[src/rtl/rename_sched_pkg.sv]
// rename_sched_pkg: shared constants, FSM state encoding and a small helper
// for the rename-stage scheduler.
package rename_sched_pkg;

  localparam int INSTR_WIDTH = 32;
  localparam int C_SIG_WIDTH = 7;
  localparam int PREG_WIDTH  = 6;
  localparam int NUM_FREE    = 32;
  localparam int ROB_DEPTH   = 16;
  localparam int CNT_WIDTH   = 6;

  // Bit of the control-signal bundle that marks a destination-register write.
  localparam int REG_WRITE = 0;

  typedef enum logic [1:0] {
    RS_INIT    = 2'd0,
    RS_RUN     = 2'd1,
    RS_STALL   = 2'd2,
    RS_RECOVER = 2'd3
  } rs_state_e;

  // A new physical register is needed only for a real write; x0 is never renamed.
  function automatic logic needs_alloc(input logic reg_write, input logic [4:0] rd);
    return reg_write && (rd != 5'd0);
  endfunction

endpackage

[src/rtl/rename_sched_if.sv]
// rename_sched_if: decode, rename, free-pool, retire and recovery signals of
// the rename-stage scheduler. The slave modport is the scheduler itself; the
// master modport is the surrounding pipeline.
// Optional statistics outputs exist when RENAME_SCHED_STATS_EN is defined.
interface rename_sched_if;
  import rename_sched_pkg::*;

  logic                   dec_valid;
  logic [INSTR_WIDTH-1:0] dec_instr;
  logic [C_SIG_WIDTH-1:0] dec_c_sig;
  logic                   dec_ready;

  logic                   ren_valid;
  logic                   ren_ready;
  logic [INSTR_WIDTH-1:0] ren_instr;
  logic [C_SIG_WIDTH-1:0] ren_c_sig;

  logic                   pool_pop;
  logic                   pool_push;
  logic [PREG_WIDTH-1:0]  pool_freed;

  logic                   retire_valid;
  logic                   retire_free;
  logic [PREG_WIDTH-1:0]  retire_preg;

  logic                   flush;
  logic                   restore_done;
  logic [PREG_WIDTH-1:0]  restore_cnt;

  logic                   stall_free;
  logic                   stall_rob;

`ifdef RENAME_SCHED_STATS_EN
  logic [31:0]            stat_free_stalls;
  logic [31:0]            stat_rob_stalls;
`endif

  modport slave (
    input  dec_valid, dec_instr, dec_c_sig, ren_ready,
           retire_valid, retire_free, retire_preg,
           flush, restore_done, restore_cnt,
    output dec_ready, ren_valid, ren_instr, ren_c_sig,
           pool_pop, pool_push, pool_freed, stall_free, stall_rob
`ifdef RENAME_SCHED_STATS_EN
  , output stat_free_stalls, stat_rob_stalls
`endif
  );

  modport master (
    output dec_valid, dec_instr, dec_c_sig, ren_ready,
           retire_valid, retire_free, retire_preg,
           flush, restore_done, restore_cnt,
    input  dec_ready, ren_valid, ren_instr, ren_c_sig,
           pool_pop, pool_push, pool_freed, stall_free, stall_rob
`ifdef RENAME_SCHED_STATS_EN
  , input  stat_free_stalls, stat_rob_stalls
`endif
  );

endinterface

[src/rtl/rename_sched_credit_ctr.sv]
// rename_credit_ctr: saturating up/down credit counter with parallel load.
// Simultaneous inc and dec cancel; the count never wraps below 0 or above MAX_VAL.
// cnt_d_o exposes the next value so the owner can react in the same cycle.
module rename_credit_ctr #(
  parameter int WIDTH     = 6,
  parameter int MAX_VAL   = 32,
  parameter int RESET_VAL = 32
) (
  input  logic             clk,
  input  logic             rst,
  input  logic             inc_i,
  input  logic             dec_i,
  input  logic             load_i,
  input  logic [WIDTH-1:0] load_val_i,
  output logic [WIDTH-1:0] cnt_o,
  output logic [WIDTH-1:0] cnt_d_o
);

  localparam logic [WIDTH-1:0] MAX_CNT   = WIDTH'(MAX_VAL);
  localparam logic [WIDTH-1:0] RESET_CNT = WIDTH'(RESET_VAL);

  logic [WIDTH-1:0] cnt_q, cnt_d;

  // Next count: load wins, otherwise a saturating single step.
  always_comb begin
    // NOTE: cnt_d gets a default first so every path assigns it and no latch is inferred.
    cnt_d = cnt_q;
    if (load_i) begin
      cnt_d = (load_val_i > MAX_CNT) ? MAX_CNT : load_val_i;
    end else if (inc_i && !dec_i && cnt_q < MAX_CNT) begin
      cnt_d = cnt_q + WIDTH'(1);
    end else if (dec_i && !inc_i && cnt_q != '0) begin
      cnt_d = cnt_q - WIDTH'(1);
    end
  end

  // Count register, asynchronously returned to its reset value.
  always_ff @(posedge clk or posedge rst) begin
    // NOTE: non-blocking assignment so every register samples pre-edge values.
    if (rst) cnt_q <= RESET_CNT;
    else     cnt_q <= cnt_d;
  end

  assign cnt_o   = cnt_q;
  assign cnt_d_o = cnt_d;

endmodule

[src/rtl/rename_sched.sv]
// rename_sched: rename-stage scheduler between decode and the rename block.
// Gates decode->rename with valid/ready, tracks free-preg and ROB credits,
// drives free-pool pop/push and sequences flush recovery.
// Defining RENAME_SCHED_STATS_EN adds cycle counters for the two stall reasons.
module rename_sched
  import rename_sched_pkg::*;
(
  input logic            clk,
  input logic            rst,
  rename_sched_if.slave  bus
);

  rs_state_e state_q, state_d;

  logic [CNT_WIDTH-1:0]   free_cnt, free_cnt_nxt;
  logic [CNT_WIDTH-1:0]   rob_cnt, rob_cnt_nxt;

  logic                   ren_valid_q, ren_valid_d;
  logic [INSTR_WIDTH-1:0] ren_instr_q, ren_instr_d;
  logic [C_SIG_WIDTH-1:0] ren_c_sig_q, ren_c_sig_d;

  logic in_recover, slot_free, dec_ready, fire;
  logic pop, push, retire_cnt, restore_load;

  assign in_recover = (state_q == RS_RECOVER);
  assign slot_free  = !ren_valid_q || bus.ren_ready;
  // Readiness deliberately ignores dec_valid and the instruction itself.
  assign dec_ready  = (state_q == RS_RUN) && slot_free && (free_cnt != '0) && (rob_cnt != '0);
  // A flush kills any transfer or allocation that would happen in its cycle.
  assign fire       = bus.dec_valid && dec_ready && !bus.flush;
  assign pop        = ren_valid_q && bus.ren_ready && !bus.flush && !in_recover &&
                      needs_alloc(ren_c_sig_q[REG_WRITE], ren_instr_q[11:7]);
  // Retire traffic is meaningless while the pool/map are being restored.
  assign push         = bus.retire_valid && bus.retire_free && !in_recover;
  assign retire_cnt   = bus.retire_valid && !in_recover;
  assign restore_load = in_recover && bus.restore_done && !bus.flush;

  rename_credit_ctr #(
    .WIDTH    (CNT_WIDTH),
    .MAX_VAL  (NUM_FREE),
    .RESET_VAL(NUM_FREE)
  ) u_free_ctr (
    .clk       (clk),
    .rst       (rst),
    .inc_i     (push),
    .dec_i     (pop),
    .load_i    (restore_load),
    .load_val_i(bus.restore_cnt),
    .cnt_o     (free_cnt),
    .cnt_d_o   (free_cnt_nxt)
  );

  rename_credit_ctr #(
    .WIDTH    (CNT_WIDTH),
    .MAX_VAL  (ROB_DEPTH),
    .RESET_VAL(ROB_DEPTH)
  ) u_rob_ctr (
    .clk       (clk),
    .rst       (rst),
    .inc_i     (retire_cnt),
    .dec_i     (fire),
    .load_i    (bus.flush),
    .load_val_i(CNT_WIDTH'(ROB_DEPTH)),
    .cnt_o     (rob_cnt),
    .cnt_d_o   (rob_cnt_nxt)
  );

  // Next state; a flush overrides every other transition.
  always_comb begin
    state_d = state_q;
    unique case (state_q)
      RS_INIT:    state_d = RS_RUN;
      RS_RUN:     if (bus.dec_valid && (free_cnt == '0 || rob_cnt == '0)) state_d = RS_STALL;
      // Leave STALL on the credit that arrives this cycle, so decode resumes next cycle.
      RS_STALL:   if (free_cnt_nxt != '0 && rob_cnt_nxt != '0) state_d = RS_RUN;
      RS_RECOVER: if (bus.restore_done) state_d = RS_RUN;
      default:    state_d = RS_INIT;
    endcase
    if (bus.flush) state_d = RS_RECOVER;
  end

  // Output-register next value: flush clears, fire loads, a bare consume empties.
  always_comb begin
    ren_valid_d = ren_valid_q;
    ren_instr_d = ren_instr_q;
    ren_c_sig_d = ren_c_sig_q;
    if (bus.flush) begin
      ren_valid_d = 1'b0;
    end else if (fire) begin
      ren_valid_d = 1'b1;
      ren_instr_d = bus.dec_instr;
      ren_c_sig_d = bus.dec_c_sig;
    end else if (bus.ren_ready) begin
      ren_valid_d = 1'b0;
    end
  end

  // State and output registers.
  always_ff @(posedge clk or posedge rst) begin
    if (rst) begin
      state_q     <= RS_INIT;
      ren_valid_q <= 1'b0;
      ren_instr_q <= '0;
      ren_c_sig_q <= '0;
    end else begin
      state_q     <= state_d;
      ren_valid_q <= ren_valid_d;
      ren_instr_q <= ren_instr_d;
      ren_c_sig_q <= ren_c_sig_d;
    end
  end

  assign bus.dec_ready  = dec_ready;
  assign bus.ren_valid  = ren_valid_q;
  assign bus.ren_instr  = ren_instr_q;
  assign bus.ren_c_sig  = ren_c_sig_q;
  assign bus.pool_pop   = pop;
  assign bus.pool_push  = push;
  assign bus.pool_freed = push ? bus.retire_preg : '0;
  assign bus.stall_free = (state_q == RS_STALL) && (free_cnt == '0);
  assign bus.stall_rob  = (state_q == RS_STALL) && (rob_cnt == '0);

`ifdef RENAME_SCHED_STATS_EN
  logic [31:0] stat_free_q, stat_rob_q;

  // Stall-cycle counters; they wrap naturally at 2^32.
  always_ff @(posedge clk or posedge rst) begin
    if (rst) begin
      stat_free_q <= '0;
      stat_rob_q  <= '0;
    end else begin
      if (bus.stall_free) stat_free_q <= stat_free_q + 32'd1;
      if (bus.stall_rob)  stat_rob_q  <= stat_rob_q + 32'd1;
    end
  end

  assign bus.stat_free_stalls = stat_free_q;
  assign bus.stat_rob_stalls  = stat_rob_q;
`else
  // Statistics counters are not built in this configuration.
`endif

endmodule
[src/flat_wrapper.sv]
// flat-port wrapper written by rule: the top's interface ports become plain ports
module rename_sched_flat import rename_sched_pkg::*;
  (clk, rst, bus_dec_valid, bus_dec_instr, bus_dec_c_sig, bus_ren_ready, bus_retire_valid, bus_retire_free, bus_retire_preg, bus_flush, bus_restore_done, bus_restore_cnt, bus_dec_ready, bus_ren_valid, bus_ren_instr, bus_ren_c_sig, bus_pool_pop, bus_pool_push, bus_pool_freed, bus_stall_free, bus_stall_rob);
  rename_sched_if bus_i ();
  input logic clk;
  input logic rst;
  input wire logic [$bits(bus_i.dec_valid)-1:0] bus_dec_valid;
  input wire logic [$bits(bus_i.dec_instr)-1:0] bus_dec_instr;
  input wire logic [$bits(bus_i.dec_c_sig)-1:0] bus_dec_c_sig;
  input wire logic [$bits(bus_i.ren_ready)-1:0] bus_ren_ready;
  input wire logic [$bits(bus_i.retire_valid)-1:0] bus_retire_valid;
  input wire logic [$bits(bus_i.retire_free)-1:0] bus_retire_free;
  input wire logic [$bits(bus_i.retire_preg)-1:0] bus_retire_preg;
  input wire logic [$bits(bus_i.flush)-1:0] bus_flush;
  input wire logic [$bits(bus_i.restore_done)-1:0] bus_restore_done;
  input wire logic [$bits(bus_i.restore_cnt)-1:0] bus_restore_cnt;
  output wire logic [$bits(bus_i.dec_ready)-1:0] bus_dec_ready;
  output wire logic [$bits(bus_i.ren_valid)-1:0] bus_ren_valid;
  output wire logic [$bits(bus_i.ren_instr)-1:0] bus_ren_instr;
  output wire logic [$bits(bus_i.ren_c_sig)-1:0] bus_ren_c_sig;
  output wire logic [$bits(bus_i.pool_pop)-1:0] bus_pool_pop;
  output wire logic [$bits(bus_i.pool_push)-1:0] bus_pool_push;
  output wire logic [$bits(bus_i.pool_freed)-1:0] bus_pool_freed;
  output wire logic [$bits(bus_i.stall_free)-1:0] bus_stall_free;
  output wire logic [$bits(bus_i.stall_rob)-1:0] bus_stall_rob;
  assign bus_i.dec_valid = bus_dec_valid;
  assign bus_i.dec_instr = bus_dec_instr;
  assign bus_i.dec_c_sig = bus_dec_c_sig;
  assign bus_i.ren_ready = bus_ren_ready;
  assign bus_i.retire_valid = bus_retire_valid;
  assign bus_i.retire_free = bus_retire_free;
  assign bus_i.retire_preg = bus_retire_preg;
  assign bus_i.flush = bus_flush;
  assign bus_i.restore_done = bus_restore_done;
  assign bus_i.restore_cnt = bus_restore_cnt;
  assign bus_dec_ready = bus_i.dec_ready;
  assign bus_ren_valid = bus_i.ren_valid;
  assign bus_ren_instr = bus_i.ren_instr;
  assign bus_ren_c_sig = bus_i.ren_c_sig;
  assign bus_pool_pop = bus_i.pool_pop;
  assign bus_pool_push = bus_i.pool_push;
  assign bus_pool_freed = bus_i.pool_freed;
  assign bus_stall_free = bus_i.stall_free;
  assign bus_stall_rob = bus_i.stall_rob;
  rename_sched u_core (.clk(clk), .rst(rst), .bus(bus_i));
endmodule
[config.mk]
export PLATFORM = sky130hd
export DESIGN_NAME = rename_sched_flat
export DESIGN_NICKNAME = d
export VERILOG_FILES = /design/src/rtl/rename_sched_pkg.sv /design/src/rtl/rename_sched_if.sv /design/src/rtl/rename_sched_credit_ctr.sv /design/src/rtl/rename_sched.sv /design/src/flat_wrapper.sv
export SDC_FILE = /design/constraint.sdc
export NUM_CORES = 1
export LEC_CHECK = 0
export CORE_MARGIN = 4
export CORE_UTILIZATION = 41
export DETAILED_ROUTE_END_ITERATION = 16
export HOLD_SLACK_MARGIN = 0.12
export PLACE_DENSITY = 0.75
export SYNTH_ARGS = -nofsm -noshare
export SYNTH_HDL_FRONTEND = slang
export SYNTH_SLANG_ARGS = --single-unit
[constraint.sdc]
create_clock -name clk -period 4.15 [get_ports clk]
set_input_delay 0.6225 -clock clk [delete_from_list [all_inputs] [get_ports clk]]
set_output_delay 0.6225 -clock clk [all_outputs]
set_load 0.05 [all_outputs]
==> results.md <==
- Status: complete, no violations
- Crit path time final: 3.34 ns
- Initial DRC Count: 134
- Die height: 92.4 um
- Synth unique cells: 62
- Final setup viols: 0
- Port bufs: 109
- Storage cell area: 0.00135 mm2
- Max Clock Freq: 299 MHz
- Worst path cell trace: inv_1 > ha_1 > nor2b_1 > a22o_4 > nor4b_1 > clkdlybuf4s50_1
- Commonest cells post-synth: dfrtp_1 (52), mux2_2 (39), nor2_1 (15), inv_1 (12), nand2_1 (11)
- VDD IR max: 0.000461 V
- CP Launch Type: flop
- Final hold viol count: 0
- Most numerous cell in the Yosys netlist: dfrtp_1
- Drt total wl: 7.63 mm
- Final ANT Viol Nets: 0
- Setup bufs post-CTS: 0
- Final period util: 80.6%
- Register area share after synthesis: 46.4%
- Crit-path slowest cell: clkdlybuf4s50_1
- Detailed placer's ending HPWL: 5.93 mm
- Largest family of logic cells by synthesized area: simple AND/OR/NAND/NOR gates
- Mapped Nets: 318
- Max cap viols: 0
- Largest net degree at the start of global routing: 40
- Setup TNS: 0 ns
- Unrepaired setup endpoints after global routing: no
- Synthesized instance count: 253
- Worst Hold Class: flop to flop
- Synth Warn #: 0
- Adder-cell share of the synthesized area: 2.57%
- Sink Count: 54
- Measured slew at the worst slew-check pin: 0.586 ns
- Cts bufs inserted: 5
- Vias: 2428
- Area contributors post-synth: dfrtp_1 (45%), mux2_2 (15%), ha_1 (2.6%)
- Post-synth EDFFs: 0
- DR vias/cell: 5.28
- GRT overflow: 0
- Xor and xnor area share after synthesis: 1.80%
- CTS tree: done
- CP Class: flop to output port
- Crit Path Max Fanout: 7
- # diodes: 0
- Max_slew headroom: 60.9%
- CTS Buffer Depth: 2
- Fraction of layout cells with a size suffix above 1: 20.6%
- Seq cells post-synth: 54
- Worst path required time: 3.53 ns
- DR DRC count: 0
- Clock H-tree levels: 2
- Cts repair resizes: 0
- Pre-antenna DRT Iters: 4
- Worst Clk Skew: 0.00582 ns
- Starting Density: 42.5%
- LEAKAGE: 1.68 nW
- Minimum hold slack: 0.513 ns
- Area added between synthesis and finish: 44.3%
- First-pass GRT wire length: 12.4 mm
- Top cell type's share of synthesized area: 44.6%
- Final net count: 428
- Largest area contributor in the synthesized netlist: dfrtp_1
- Clk slew on worst S/H paths: 0.09 ns
- Per-cell routed wire length: 16.6 um
- Die Area: 0.00853 mm2
- PwrDens: 695 mW/mm2
- Multiplexer share of the synthesized area: 15.7%
- Skew-Pair Late Insertion Delay: 0.30 ns
- Die width: 92.4 um
- Slowest Stage Delay on Critical Path: 0.88 ns
- Top_reg_cell synth: dfrtp_1
- Multi-input gate area: 0.00147 mm2
- Async SR Flop Fraction: 100%
- CP Data Arrival Time: 2.72 ns
- Final-report max-slew violation count: 0
- GP Congestion: 0.925
- Synth Area in Compound Gates: 11.7%
- Initial antenna violation count: 0
- Netlist area before placement: 0.00292 mm2
- Hold Buf Count CTS: 0
- Vias in the first global route: 2576
- Post-Synth Simple-Gate Area: 18.2%
- All-Layer GR Usage: 18.1%
- Core area: 0.00687 mm2
- CTS Root Cell: clkbuf_8
- Boundary pin count: 110
- Rows: 30
- Crit. End Element: output port
- Fill count: 554
- Avg Inst Size Synth: 11.5 um2
==> cell type report <==
cell class / count / share of cell area (%)
clock buffer: 6 / 1.72
clock inverter: 2 / 0.892
inverter: 12 / 1.07
multi-input combinational: 178 / 34.8
sequential: 54 / 32.2
tap: 96 / 2.85
timing repair buffer: 112 / 26.5
==> cells by family after synthesis <==
logic type,after synthesis
and+or+nand+nor,85
buffers and inverters,21
AOI/OAI and AO/OA,40
DFF,54
adders and majority gates,6
xor gates and xnor gates,6
muxes,41
==> state kept, by name, summed over array words and instances, names as in the netlist <==
name	count
u_core.bus.ren_c_sig	7
u_core.u_rob_ctr.cnt_o	6
u_core.u_free_ctr.cnt_o	6
u_core.bus.ren_instr	32
u_core.state_q	2
u_core.bus.ren_valid	1
==> metrics by stage <==
stage	setup slack [ns]	power, W	instances	cell area, um2	utilization, %
after floorplan	0.787	0.00200	253	2920	-
final	0.806	0.00292	460	4210	61.3
after global placement	0.939	0.00257	452	4100	59.7
after CTS	0.774	0.00295	460	4210	61.3
after detailed placement	0.936	0.00259	452	4100	59.7
after global routing	0.646	0.00307	460	4210	61.3
==> routing by layer <==
layer,global-route usage (%),routed length (um),up-vias
met4,3.47,44,0
met3,9.75,949,4
met5,0,0,-
li1,-,-,1150
met2,29.5,3600,98
met1,21.3,3040,1176
==> final timing paths <==
path	start	end	slack [ns]	cells after the start
setup / recovery	u_core.u_free_ctr.cnt_o[0]$_DFF_PP0_	bus_dec_ready	0.81	6
hold / removal	u_core.bus.ren_instr[14]$_DFFE_PP0P_	u_core.bus.ren_instr[14]$_DFFE_PP0P_	0.51	1
setup reg to reg	u_core.u_free_ctr.cnt_o[1]$_DFF_PP0_	u_core.state_q[0]$_DFFE_PP0P_	1.62	10
hold reg to reg	u_core.bus.ren_instr[14]$_DFFE_PP0P_	u_core.bus.ren_instr[14]$_DFFE_PP0P_	0.51	1
max in group asynchronous	rst	u_core.u_free_ctr.cnt_o[5]$_DFF_PP1_	2.63	3
min in group asynchronous	rst	u_core.bus.ren_instr[24]$_DFFE_PP0P_	0.72	2
==> cell usage in the layout, fill, tap and decap left out, drive strengths merged, types with 7 or more instances in the layout <==
| cell | n |
|---|---|
| nor2 | 16 |
| clkdlybuf4s50 | 109 |
| nor3 | 10 |
| dfrtp | 52 |
| nand2 | 13 |
| inv | 12 |
| mux2 | 39 |
| nor4 | 7 |
| a21oi | 8 |
| and3 | 9 |
==> critical path, delay by kind of cell (launching register included) <==
kind | cells | cell delay [ns]
buffers and inverters | 2 | 0.99
AND/OR/NAND/NOR | 2 | 0.51
flip-flops | 1 | 0.44
AO/OA/AOI/OAI | 1 | 0.26
adder cells (fa/ha/maj) | 1 | 0.22
==> power by group <==
part,internal [W],total [W],switching (W),leakage [nW]
logic,0.000628,0.00168,0.00105,0.976
registers,0.000742,0.000896,0.000153,0.654
clock network,0.000180,0.000347,0.000167,0.0514
total,0.00155,0.00292,0.00137,1.68
Note: power is estimated with default switching activity, not from simulation.
